<file path="src/rtl/btn_conditioner.sv">
// Three-channel button conditioner: 2-flop synchroniser, saturating-counter debounce,
// registered level plus single-cycle rise/fall pulses per channel.
module btn_conditioner #(
   parameter int unsigned DEBOUNCE_CYCLES = 50000,
   parameter int unsigned CNT_W           = 16
) (
   input  logic       clk,
   input  logic       rst,
   input  logic [3:1] btn_raw,
   output logic [3:1] b,
   output logic [3:1] b_rise,
   output logic [3:1] b_fall,
   output logic       stable
);

   localparam logic [CNT_W-1:0] CntMax = CNT_W'(DEBOUNCE_CYCLES - 1);

   logic [3:1]       s1_q, s2_q;
   logic [CNT_W-1:0] cnt_q [3:1];
   logic [CNT_W-1:0] cnt_d [3:1];
   logic [3:1]       b_q, b_d;
   logic [3:1]       rise_q, rise_d;
   logic [3:1]       fall_q, fall_d;

   always_comb begin
      for (int i = 1; i <= 3; i++) begin
         cnt_d[i]  = '0;
         b_d[i]    = b_q[i];
         rise_d[i] = 1'b0;
         fall_d[i] = 1'b0;
         // Any sample that agrees with the accepted level restarts the count.
         if (s2_q[i] != b_q[i]) begin
            if (cnt_q[i] == CntMax) begin
               b_d[i]    = s2_q[i];
               rise_d[i] = s2_q[i];
               fall_d[i] = ~s2_q[i];
            end else begin
               cnt_d[i] = cnt_q[i] + CNT_W'(1);
            end
         end
      end
   end

   always_ff @(posedge clk) begin
      if (rst) begin
         s1_q   <= '0;
         s2_q   <= '0;
         b_q    <= '0;
         rise_q <= '0;
         fall_q <= '0;
         for (int i = 1; i <= 3; i++) begin
            cnt_q[i] <= '0;
         end
      end else begin
         s1_q   <= btn_raw;
         s2_q   <= s1_q;
         b_q    <= b_d;
         rise_q <= rise_d;
         fall_q <= fall_d;
         for (int i = 1; i <= 3; i++) begin
            cnt_q[i] <= cnt_d[i];
         end
      end
   end

   assign b      = b_q;
   assign b_rise = rise_q;
   assign b_fall = fall_q;
   assign stable = &(~(s2_q ^ b_q));

endmodule

</file>
<file path="config.mk">
export PLATFORM = sky130hd
export DESIGN_NAME = btn_conditioner
export DESIGN_NICKNAME = d
export VERILOG_FILES = /design/src/rtl/btn_conditioner.sv
export SDC_FILE = /design/constraint.sdc
export NUM_CORES = 1
export LEC_CHECK = 0
export ABC_CLOCK_PERIOD_IN_PS = 3450
export BUFFER_PORTS_ARGS = -buffer_cell sky130_fd_sc_hd__buf_2
export CAP_MARGIN = 20
export CORE_ASPECT_RATIO = 1.2
export CORE_MARGIN = 2
export CORE_UTILIZATION = 35
export DETAILED_ROUTE_END_ITERATION = 8
export GPL_ROUTABILITY_DRIVEN = 0
export GPL_TIMING_DRIVEN = 0
export SLEW_MARGIN = 10
export SYNTH_ARGS = -nofsm -noshare
export SYNTH_HDL_FRONTEND = slang
export SYNTH_SLANG_ARGS = --single-unit
</file>
<file path="constraint.sdc">
create_clock -name clk -period 3.45 [get_ports clk]
set_input_delay 0 -clock clk [delete_from_list [all_inputs] [get_ports clk]]
set_output_delay 0 -clock clk [all_outputs]
set_load 0.01 [all_outputs]
</file>
==> run metrics <==
max incr delay on CP 0.41 ns; Leak 1.05 nW; HP Class in -> reg; DP HPWL 3.39 mm; Max Slew Vio Count 0; worst reg2reg path depth 6; Root Driver clkbuf_8; CP Cell Sequence ha_1 -> and3_1 -> nand4_1 -> nand3b_1 -> clkbuf_1 -> nor2_1; ant diodes 0; vias in the first global route 1933; clk sink count 63; postcts setup bufs 0; RSZ-0062 raised after global routing no; MaxCap Viol Count 0; final hold vios 0; Post-Route WL 4.97 mm; height of the die 99.2 um; met3 Track Usage GR 0.0407; Cells on Worst Hold Path 3; H-tree depth 3; Worst setup SP type flop; Critical Path RT 3.67 ns; CTS Buffer Depth 2; Post-CTS Hold Buffers 4; remaining antenna violation count after routing 0; first-pass GRT wire length 8.65 mm; Syn Area/Cell 9.34 um2; CTS buffer count 9; Main synth FF type dfxtp_1; Initial Util 0.363; WL/cell 12.2 um; most frequent cells in the layout 63 x dfxtp_1, 51 x nor2_1, 24 x xnor2_1; FMAX 491 MHz; FF-to-FF Start cnt_q[0][32]; Layout Skew 0.00673 ns; core area 0.00727 mm2; TritonRoute pass-1 iters 4; setup TNS 0 ns; peak supply drop 402 uV; YS warnings 0; CP top delay family simple AND/OR/NAND/NOR gates; met1 usage 0.154; status finished clean; port bufs 14; min Tclk post-route 2.04 ns; via density per instance 4.86; hold_ws 0.418 ns; Die ar. 0.00826 mm2; FP Rows 34; IO Count 15; Layout Area Growth over Synthesis 16.9%; Final period util 0.591; CP Data Arrival Time 2.25 ns; number of distinct library cells after synthesis 36; CP endpoint kind flop; Worst slew margin 0.669; GRT Total Usage 0.131; layout cells sized above 1 0.114; Mapped Area 0.00264 mm2; most common cell after layout, fill and taps aside dfxtp_1; number of synthesized register bits 63; pwr dens 477 mW/mm2; 1st-iter DRT viols 37; largest net degree at the start of global routing 12; GRT busiest layer met2; Worst Tran Pin Value 0.497 ns; Reg clk slew, reported paths 0.07 ns; Mapped Cells 283; asr flop ratio synth 0; vias after detailed routing 1979; EDFF count, synth 0; DRC Markers 0; Nets 320; sequential share of the synthesized area 0.477; cts repair resizes 0; total grt overflow 0; antenna violations before repair 0; Hold Path Origin btn_raw[1]; met2 Usage GRT 0.212; FILL cells 726; Setup Viol. Count Final 0; Crit-path slowest cell clkbuf_1; CP Max Fanout 10; clk_lat worst skew 0.34 ns; Worst Path Buf+Inv 1; reg2reg setup slack 1.41 ns; net count after synthesis 291; CTS tree yes; RR Endpoint cnt_q[0][47]; CP Class reg -> reg; Horiz. Die Dim 83.3 um; hold endpoint s1_q[1]
## sequential cells by signal, summed over array words and instances, names as in the netlist
signal and cells:
cnt_q 48, b 3, b_fall 3, b_rise 3
s1_q 3, s2_q 3
## per-stage QoR
step	setup slack [ns]	std cells	util	total power (W)	cell area, um2
floorplan	1.67	283	-	0.000764	2640
global placement	1.43	387	0.388	0.000773	2830
detailed placement	1.39	387	0.388	0.000773	2830
CTS	1.37	407	0.424	0.00149	3090
global route	1.18	407	0.424	0.00152	3090
finish	1.41	407	0.424	0.00147	3090
## cell type report
class | instances | area [um2] | area share
flip-flops and latches | 63 | 1260 | 0.408
well taps | 90 | 113 | 0.0365
multi-input cells | 206 | 1310 | 0.424
repair buffers | 18 | 110 | 0.0357
inverters | 8 | 30.0 | 0.00972
plain buffers | 6 | 41.3 | 0.0134
clock buffers | 11 | 141 | 0.0458
clock inverters | 5 | 81.3 | 0.0263
## routing by layer
| metal | up-vias | wire (um) | part of all wire |
|---|---|---|---|
| met2 | 21 | 2270 | 0.46 |
| met4 | 0 | 121 | 0.024 |
| met3 | 9 | 145 | 0.029 |
| li1 | 1040 | - | - |
| met5 | - | 0 | 0 |
| met1 | 909 | 2430 | 0.49 |
## report_power, final
part | switching, W | leakage (nW) | internal, W
Combinational | 0.0000130 | 0.435 | 0.0000121
Sequential | 0.00000309 | 0.509 | 0.000731
Clock | 0.000288 | 0.110 | 0.000427
Total | 0.000304 | 1.05 | 0.00117
## cell families (layout without fill, tap and decap cells)
logic type | count (synthesis) | after routing | synth area share
buffers and inverters | 14 | 48 | 0.0270
flip-flops | 63 | 63 | 0.477
adder cells (fa/ha/maj) | 3 | 3 | 0.0142
multiplexers | 3 | 3 | 0.0114
XOR/XNOR | 42 | 42 | 0.139
AND/OR/NAND/NOR | 153 | 153 | 0.321
AO/OA/AOI/OAI | 5 | 5 | 0.0104
## synthesized netlist by cell type, types with 2 or more instances
cell type / instances / area, um2
nand3_1: 14 / 70.1
and3_1: 5 / 31.3
nand2b_4: 2 / 27.5
inv_1: 8 / 30.0
nand4b_1: 2 / 17.5
dfxtp_1: 63 / 1260
nand2b_1: 2 / 12.5
nor2_1: 51 / 191
nor3_1: 11 / 55.1
or4_1: 3 / 22.5
nor4_1: 13 / 81.3
xor2_1: 18 / 158
nand2_1: 12 / 45.0
nor2b_1: 6 / 37.5
nand4_1: 18 / 113
mux2i_1: 3 / 30.0
or4_4: 2 / 22.5
a21oi_1: 3 / 15.0
ha_1: 3 / 37.5
xnor2_1: 24 / 210
nor4b_1: 2 / 17.5
clkbuf_1: 4 / 15.0
## tightest hold or removal path, stage by stage
cell           delay, ns
buf_2               0.07
nor2b_1             0.10
dlygate4sd3_1       0.55
## how the worst max path moves through the flow
stage | start | endpoint | slack (ns) | cells past startpoint
floorplan | cnt_q[0][53] | cnt_q[0][56] | 1.67 | 5
global placement | cnt_q[0][32] | cnt_q[0][43] | 1.43 | 6
detailed placement | cnt_q[0][32] | cnt_q[0][40] | 1.39 | 6
CTS | cnt_q[0][32] | cnt_q[0][47] | 1.37 | 6
global route | cnt_q[0][32] | cnt_q[0][41] | 1.18 | 6
finish | cnt_q[0][32] | cnt_q[0][47] | 1.41 | 6
Power figures use the tool's default switching activity.
